### config.mk
export PLATFORM = sky130hd
export DESIGN_NAME = fir_mac_sequencer
export DESIGN_NICKNAME = d
export VERILOG_FILES = /design/src/rtl/fir_mac_sequencer.sv
export SDC_FILE = /design/constraint.sdc
export NUM_CORES = 2
export LEC_CHECK = 0
export CAP_MARGIN = 40
export CORE_ASPECT_RATIO = 0.75
export CORE_MARGIN = 2
export CORE_UTILIZATION = 45
export CTS_BUF_LIST = sky130_fd_sc_hd__clkbuf_4 sky130_fd_sc_hd__clkbuf_8
export CTS_CLUSTER_SIZE = 14
export DETAILED_ROUTE_END_ITERATION = 10
export DONT_BUFFER_PORTS = 1
export PLACE_DENSITY = 0.7
export SKIP_LAST_GASP = 1
export SYNTH_ARGS = -nofsm -noshare
export SYNTH_HDL_FRONTEND = slang
export SYNTH_SLANG_ARGS = --single-unit
export TNS_END_PERCENT = 10
### constraint.sdc
create_clock -name clk -period 44.6 [get_ports clk]
set_clock_uncertainty 0.05 [all_clocks]
set_input_delay 2.23 -clock clk [delete_from_list [all_inputs] [get_ports clk]]
set_output_delay 2.23 -clock clk [all_outputs]
set_load 0.01 [all_outputs]
### src/rtl/fir_mac_sequencer.sv
// fir_mac_sequencer
//   16-tap FIR filter that walks the taps one per clock through a single
//   shared multiplier and accumulator. Coefficients are written into a shadow
//   bank and copied into the active bank only while no MAC sequence is
//   running, so a filter result is always computed with one coherent bank.
//
// Ports
//   clk, resetn           : clock (rising edge), synchronous active-low reset
//   s_data/s_valid/s_ready: signed input sample handshake
//   m_data/m_valid        : signed filter result, m_valid is a 1-cycle strobe
//   cfg_we/addr/data      : shadow coefficient write port
//   cfg_commit            : request shadow->active copy
//   cfg_pending           : copy requested but not yet applied
//   busy                  : MAC sequence in progress
module fir_mac_sequencer #(
  parameter int DATA_WIDTH = 16,
  parameter int NUM_TAPS   = 16
) (
  input  logic                  clk,
  input  logic                  resetn,
  input  logic [DATA_WIDTH-1:0] s_data,
  input  logic                  s_valid,
  output logic                  s_ready,
  output logic [DATA_WIDTH+15:0] m_data,
  output logic                  m_valid,
  input  logic                  cfg_we,
  input  logic [3:0]            cfg_addr,
  input  logic [15:0]           cfg_data,
  input  logic                  cfg_commit,
  output logic                  cfg_pending,
  output logic                  busy
);

  localparam int ACC_W = DATA_WIDTH + 16;

  typedef enum logic {
    IDLE = 1'b0,
    MAC  = 1'b1
  } state_t;

  state_t r_state;
  state_t w_state_next;

  logic [3:0]            r_k;
  logic [3:0]            r_ptr;
  logic [DATA_WIDTH-1:0] r_delay  [NUM_TAPS];
  logic [15:0]           r_shadow [NUM_TAPS];
  logic [15:0]           r_active [NUM_TAPS];
  logic [ACC_W-1:0]      r_acc;
  logic [ACC_W-1:0]      r_m_data;
  logic                  r_m_valid;
  logic                  r_pending;

  logic                  w_accept;
  logic                  w_apply;
  logic                  w_last;
  logic [3:0]            w_tap_idx;
  logic signed [ACC_W-1:0] w_coef_ext;
  logic signed [ACC_W-1:0] w_samp_ext;
  logic [ACC_W-1:0]      w_product;
  logic [ACC_W-1:0]      w_sum;

  // State register
  always_ff @(posedge clk) begin
    if (!resetn) r_state <= IDLE;
    else         r_state <= w_state_next;
  end

  // Next state and handshake; a pending commit takes the IDLE edge so no
  // sample is accepted on the same edge the banks are swapped.
  always_comb begin
    w_state_next = r_state;
    w_accept     = 1'b0;
    w_apply      = 1'b0;
    w_last       = 1'b0;
    s_ready      = 1'b0;
    case (r_state)
      IDLE: begin
        s_ready = resetn && !r_pending;
        if (r_pending) begin
          w_apply = 1'b1;
        end else if (s_valid && s_ready) begin
          w_accept     = 1'b1;
          w_state_next = MAC;
        end
      end
      MAC: begin
        if (r_k == 4'd15) begin
          w_last       = 1'b1;
          w_state_next = IDLE;
        end
      end
    endcase
  end

  // Newest sample sits one below the write pointer; tap k looks k further back.
  assign w_tap_idx  = r_ptr - 4'd1 - r_k;
  // Operands are sign-extended to the accumulator width so the product is
  // already in accumulator format; only the low ACC_W bits are kept.
  assign w_coef_ext = {{DATA_WIDTH{r_active[r_k][15]}}, r_active[r_k]};
  assign w_samp_ext = {{16{r_delay[w_tap_idx][DATA_WIDTH-1]}}, r_delay[w_tap_idx]};
  assign w_product  = w_coef_ext * w_samp_ext;
  assign w_sum      = r_acc + w_product;

  // Datapath, delay line and coefficient banks
  always_ff @(posedge clk) begin
    if (!resetn) begin
      r_k       <= '0;
      r_ptr     <= '0;
      r_acc     <= '0;
      r_m_data  <= '0;
      r_m_valid <= 1'b0;
      r_pending <= 1'b0;
      for (int unsigned i = 0; i < NUM_TAPS; i++) begin
        r_delay[i]  <= '0;
        r_shadow[i] <= '0;
        r_active[i] <= '0;
      end
    end else begin
      r_m_valid <= 1'b0;

      if (cfg_we) r_shadow[cfg_addr] <= cfg_data;

      // The copy merges a same-edge shadow write so it is never lost.
      if (w_apply) begin
        r_pending <= 1'b0;
        for (int unsigned i = 0; i < NUM_TAPS; i++) begin
          r_active[i] <= (cfg_we && (cfg_addr == 4'(i))) ? cfg_data : r_shadow[i];
        end
      end else if (cfg_commit) begin
        r_pending <= 1'b1;
      end

      if (w_accept) begin
        r_delay[r_ptr] <= s_data;
        r_ptr          <= r_ptr + 4'd1;
        r_acc          <= '0;
        r_k            <= '0;
      end else if (r_state == MAC) begin
        r_acc <= w_sum;
        r_k   <= r_k + 4'd1;
        if (w_last) begin
          r_m_data  <= w_sum;
          r_m_valid <= 1'b1;
        end
      end
    end
  end

  assign m_data      = r_m_data;
  assign m_valid     = r_m_valid;
  assign cfg_pending = r_pending;
  assign busy        = (r_state == MAC);

endmodule

# Yosys cells after proc, flatten, opt, wreduce, memory -nomap -nowiden
# Memory sizes are Yosys's and may differ from the RTL's. A register that Yosys moved wholly into a read port is not among the register bits.
# Index checks and enable logic that the tools add are counted.
# totals
ff_bits	75
mem_bits_rw	768
input_bits	41
n_memories	3
# memory_table
memory	words	width	read_ports	rd_clocked_by_memory_dff	wr	line_no	source
r_active	16	16	1	1	16	48	logic [15:0] r_active [NUM_TAPS];
r_delay	16	16	1	0	16	46	logic [DATA_WIDTH-1:0] r_delay [NUM_TAPS];
r_shadow	16	16	16	0	16	47	logic [15:0] r_shadow [NUM_TAPS];
# op_classes
addsub	5
multipliers	1
eq_ne	16
muxes	61
bitwise	19
n_reduce_logical	26
# ops
operator	n
$mux W16	34
$eq A4 B4 Y1 const B	9
$add A32 B32 Y32	1
$mul A16 B16 Y32	1
$reduce_or A16 Y1	2
$mux W1	22
$logic_and A1 B1 Y1	18
$eq A4 B3 Y1 const B	4
$mux W4	4
$or A1 B1 Y1	16
$add A4 B1 Y4 const B	2
$eq A4 B2 Y1 const B	2
$eq A4 B1 Y1 const B	1
$logic_not A4 Y1	1
$reduce_or A2 Y1	2
$sub A4 B1 Y4 const B	1
$sub A4 B4 Y4	1
$not A1 Y1	3
$reduce_and A3 Y1	1
$reduce_or A3 Y1	1
$pmux W1 S2	1
$logic_not A1 Y1	1

# Depth between registers and ports, before layout
# logic_depth
ltp_word	11
mapped_depth	35
depth_no_buf	31

# Least setup slack after synthesis
# OpenSTA, ideal clock, no wires.
# synth_timing
path_kind	register -> register
start	register r_state, in the netlist busy
end	memory r_active[0][0] (enable)
setup_ps	1231
arrival_ps	18631
slack_ps	24688
path_stages_with_launch	4
n_path_buf	2
period_less_slack_ps	19912
cell_sequence	dfxtp_1 clkbuf_1 clkbuf_1 o21ai_0
# synth_lines
element	line_no	source
start, declared	41	state_t r_state;
start signal, assigned	66	else r_state <= w_state_next;
end, declared	48	

# Worst setup path after layout
# layout_timing
start	register r_k[0]
end	register r_acc[30]
# layout_via
elab_chain_len	4
# layout_rtl
element	line_no	source
start, declared	44	logic [3:0] r_k;
start signal, assigned	141	r_k <= r_k + 4'd1;
$sub A4 B4 Y4	97	assign w_tap_idx = r_ptr - 4'd1 - r_k;
$mem_v2 Z16 W16	--	
$mul A16 B16 Y32	102	assign w_product = w_coef_ext * w_samp_ext;
$add A32 B32 Y32	103	assign w_sum = r_acc + w_product;
end signal, assigned	140	r_acc <= w_sum;
end, declared	49	logic [ACC_W-1:0] r_acc;
# Every way passes these cells.
# A chain may end at the register's enable or synchronous reset.

==> results_dict.tcl <==
set metrics [dict create \
    status "finished with violations" \
    violations "design-rule violations" \
    pin_count 77 \
    p_seq_frac 0.233 \
    cp-start-kind "flop" \
    start_util 0.452 \
    fin_ws_ps 34680 \
    synth_nets 4354 \
    layout_min_cycle_time_ps 9920 \
    seq_area_um2 24700 \
    worst_hold_path_type "reg -> reg" \
    path_max_fanout 35 \
    drv_cap 0 \
    p_sw_mw 1.79 \
    setup_tns_ps 0 \
    clockPowerShare 0.169 \
    grt_pass1_wl_um 189000 \
    pwr-share-comb 0.598 \
    fin_nets 4354 \
    leakage_nw 21.2 \
    power.share.switching 0.445 \
    synth-edff-count 768 \
    yosysWarnings 0 \
    power_density_nw_per_um2 77.4 \
    place.port_buffers 0 \
    synth-async-reset-ratio 0 \
    hold_buffers 0 \
    grt-ovfl-total 0 \
    rsz0062_at_grt "false" \
    rows 103 \
    synth_area_per_cell_um2 12.1 \
    max_slew_margin 0.390 \
    drtPass1Iterations 8 \
    grt_usage 0.231 \
    cts_tree "done" \
    arrival_ps 10610 \
    r2r_cells 31 \
    multi_input_area_um2 20400 \
    peakVddDrop_mv 0.212 \
    clockBufferDepth 3 \
    worstHoldPathCells 2 \
    clk_latency_ps 850 \
    grt_pass1_vias 30484 \
    numCtsBuffers 136 \
    cts_resized 0 \
    ys_seq_area_frac 0.521 \
    cts_max_level 4 \
    finalCoreUtilization 0.496 \
    die_h_um 285 \
    remaining_drc_errors 2 \
    period_share 0.222 \
    fmax_ghz 0.101 \
    critPathSlowestCell "fa_4" \
    drive_gt1_frac 0.128 \
    p_int_mw 2.23 \
    filler_cell_count 8986 \
    routedWlPerCell_um 22.5 \
    syn-cell-area_um2 47300 \
    ys_seq_elements 847 \
    finalHoldViolCount 0 \
    worstSetupPathType "reg -> reg" \
    synth_cell_types 68 \
    place_congestion 0.895 \
    stdcell_count 5436 \
    dp_cells 5189 \
    dp_hpwl_um 82000 \
    yosys_most_used_dff "edfxtp_1" \
    die_w_um 379 \
    synth_cells 3914 \
    avgViaCountPerCell 5.55 \
    ant_nets 0 \
    clk_pin_slew_ps 60 \
    cpPeakStageDelay_ps 1160 \
    cts.sinks 847 \
    setup_viol 0 \
    slew_violations 0 \
    cp-end-kind "flop" \
    clockRootBuffer "clkbuf_8" \
    antenna_found_initial 5 \
    die_area_um2 108000 \
    crit_required_ps 45300 \
    cts_setup_buffers 0 \
    drt_iter0_drc 3447 \
    post-place-ws_ps 34660 \
    worst_pin_slew_ps 908 \
    areaGrowthSynthToFinish_pct 9.78 \
    grt_max_degree 160 \
    wl_um 122000 \
    coreArea_um2 105000 \
    via_count 30181 \
]
[stage by stage]
step	hold WS, ps	instance area [um2]	power, mW
CTS	434	51900	4.03
finish	429	52000	4.02
global route	458	52000	4.36
global placement	415	48800	3.28
detailed placement	420	49200	3.34
floorplan	395	47300	2.76
[worst paths after layout]
| kind | slack (ps) | to | startpoint |
|---|---|---|---|
| max | 34680 | r_acc[30] | r_k[0] |
| min reg2reg | 430 | r_acc[19] | r_acc[19] |
| max reg2reg | 34680 | r_acc[30] | r_k[0] |
| min | 430 | r_acc[19] | r_acc[19] |
[metal layers]
layer	part of all wire	routed length, um	GRT usage
met2	0.43	52200	0.328
met4	0.022	2680	0.0670
met1	0.44	53700	0.349
met5	0	0	0
met3	0.11	13800	0.0624
[logic make-up after synthesis]
logic type	share of synthesized area
adder cells (fa/ha/maj)	0.152
AO/OA/AOI/OAI	0.0560
multiplexers	0.0741
buffers and inverters	0.0502
AND/OR/NAND/NOR	0.139
XOR/XNOR	0.00851
flip-flops	0.521
[cell type report]
cell class / instances / area share
diodes: 4 / 0.000193
flip-flops and latches: 847 / 0.474
multi-input cells: 2461 / 0.393
clock buffers: 193 / 0.0447
inverters: 356 / 0.0257
clock inverters: 46 / 0.00739
repair buffers: 112 / 0.0207
well taps: 1417 / 0.0341
[power groups by stage]
stage | combinational [mW] | clock [mW] | sequential, mW
floorplan | 1.80 | 0 | 0.957
global placement | 2.33 | 0 | 0.952
detailed placement | 2.38 | 0 | 0.954
CTS | 2.40 | 0.691 | 0.938
global route | 2.69 | 0.724 | 0.942
finish | 2.41 | 0.680 | 0.938
[critical path, delay by kind of cell (launching register included)]
kind                     cells  cell delay, ps
multiplexers                 1             570
adder cells (fa/ha/maj)      9            4740
AND/OR/NAND/NOR              4             810
AO/OA/AOI/OAI                9            2060
buffers and inverters        8            1220
flip-flops                   1             350
[synth_stat cells, types with 2 or more instances]
| cell | number | area, um2 |
|---|---|---|
| a211oi_1 | 15 | 113 |
| a21boi_0 | 22 | 165 |
| a21o_1 | 104 | 781 |
| a21oi_1 | 185 | 926 |
| a31oi_1 | 11 | 68.8 |
| and2_0 | 6 | 37.5 |
| and2_1 | 292 | 1830 |
| and3_1 | 66 | 413 |
| buf_1 | 10 | 37.5 |
| buf_2 | 35 | 175 |
| buf_4 | 9 | 67.6 |
| buf_6 | 3 | 33.8 |
| clkbuf_1 | 193 | 724 |
| dfxtp_1 | 79 | 1580 |
| edfxtp_1 | 768 | 23100 |
| fa_1 | 293 | 5870 |
| ha_1 | 106 | 1330 |
| inv_1 | 355 | 1330 |
| mux2_2 | 7 | 78.8 |
| mux2i_1 | 32 | 320 |
| mux4_2 | 138 | 3110 |
| nand2_1 | 585 | 2200 |
| nand2b_1 | 27 | 169 |
| nand3_1 | 20 | 100 |
| nand3b_1 | 2 | 15.0 |
| nand4_1 | 11 | 68.8 |
| nor2_1 | 337 | 1260 |
| nor2b_1 | 38 | 238 |
| nor3_1 | 14 | 70.1 |
| nor4_1 | 2 | 12.5 |
| o211a_1 | 4 | 40.0 |
| o211ai_1 | 3 | 22.5 |
| o21a_1 | 10 | 75.1 |
| o21ai_0 | 31 | 155 |
| o21ai_1 | 8 | 40.0 |
| o21bai_1 | 5 | 37.5 |
| o22ai_1 | 2 | 12.5 |
| o31a_1 | 2 | 17.5 |
| o31ai_1 | 2 | 15.0 |
| or2_2 | 8 | 50.1 |
| or3_1 | 3 | 18.8 |
| xnor2_1 | 35 | 307 |
| xor2_1 | 11 | 96.3 |
[sequential cells by signal, summed over array words and instances, names as in the netlist, 4 cells and up, named ones only]
register,flops
r_k,4
r_ptr,4
r_acc,32
r_active,256
m_data,32
r_shadow,256
r_delay,256
[cell usage in the layout, fill, tap and decap left out, drive strengths merged, types with 23 or more instances in the layout]
| cell | instances |
|---|---|
| edfxtp | 768 |
| nand2 | 585 |
| inv | 364 |
| nor2 | 337 |
| and2 | 298 |
| fa | 293 |
| clkbuf | 193 |
| a21oi | 185 |
| mux4 | 138 |
| buf | 112 |
| ha | 106 |
| a21o | 104 |
| dfxtp | 79 |
| and3 | 66 |
| o21ai | 40 |
| nor2b | 38 |
| xnor2 | 35 |
| mux2i | 32 |
| clkinv | 32 |
| nand2b | 28 |
| a21boi | 23 |
No activity file was read; power rests on OpenSTA's default activity.
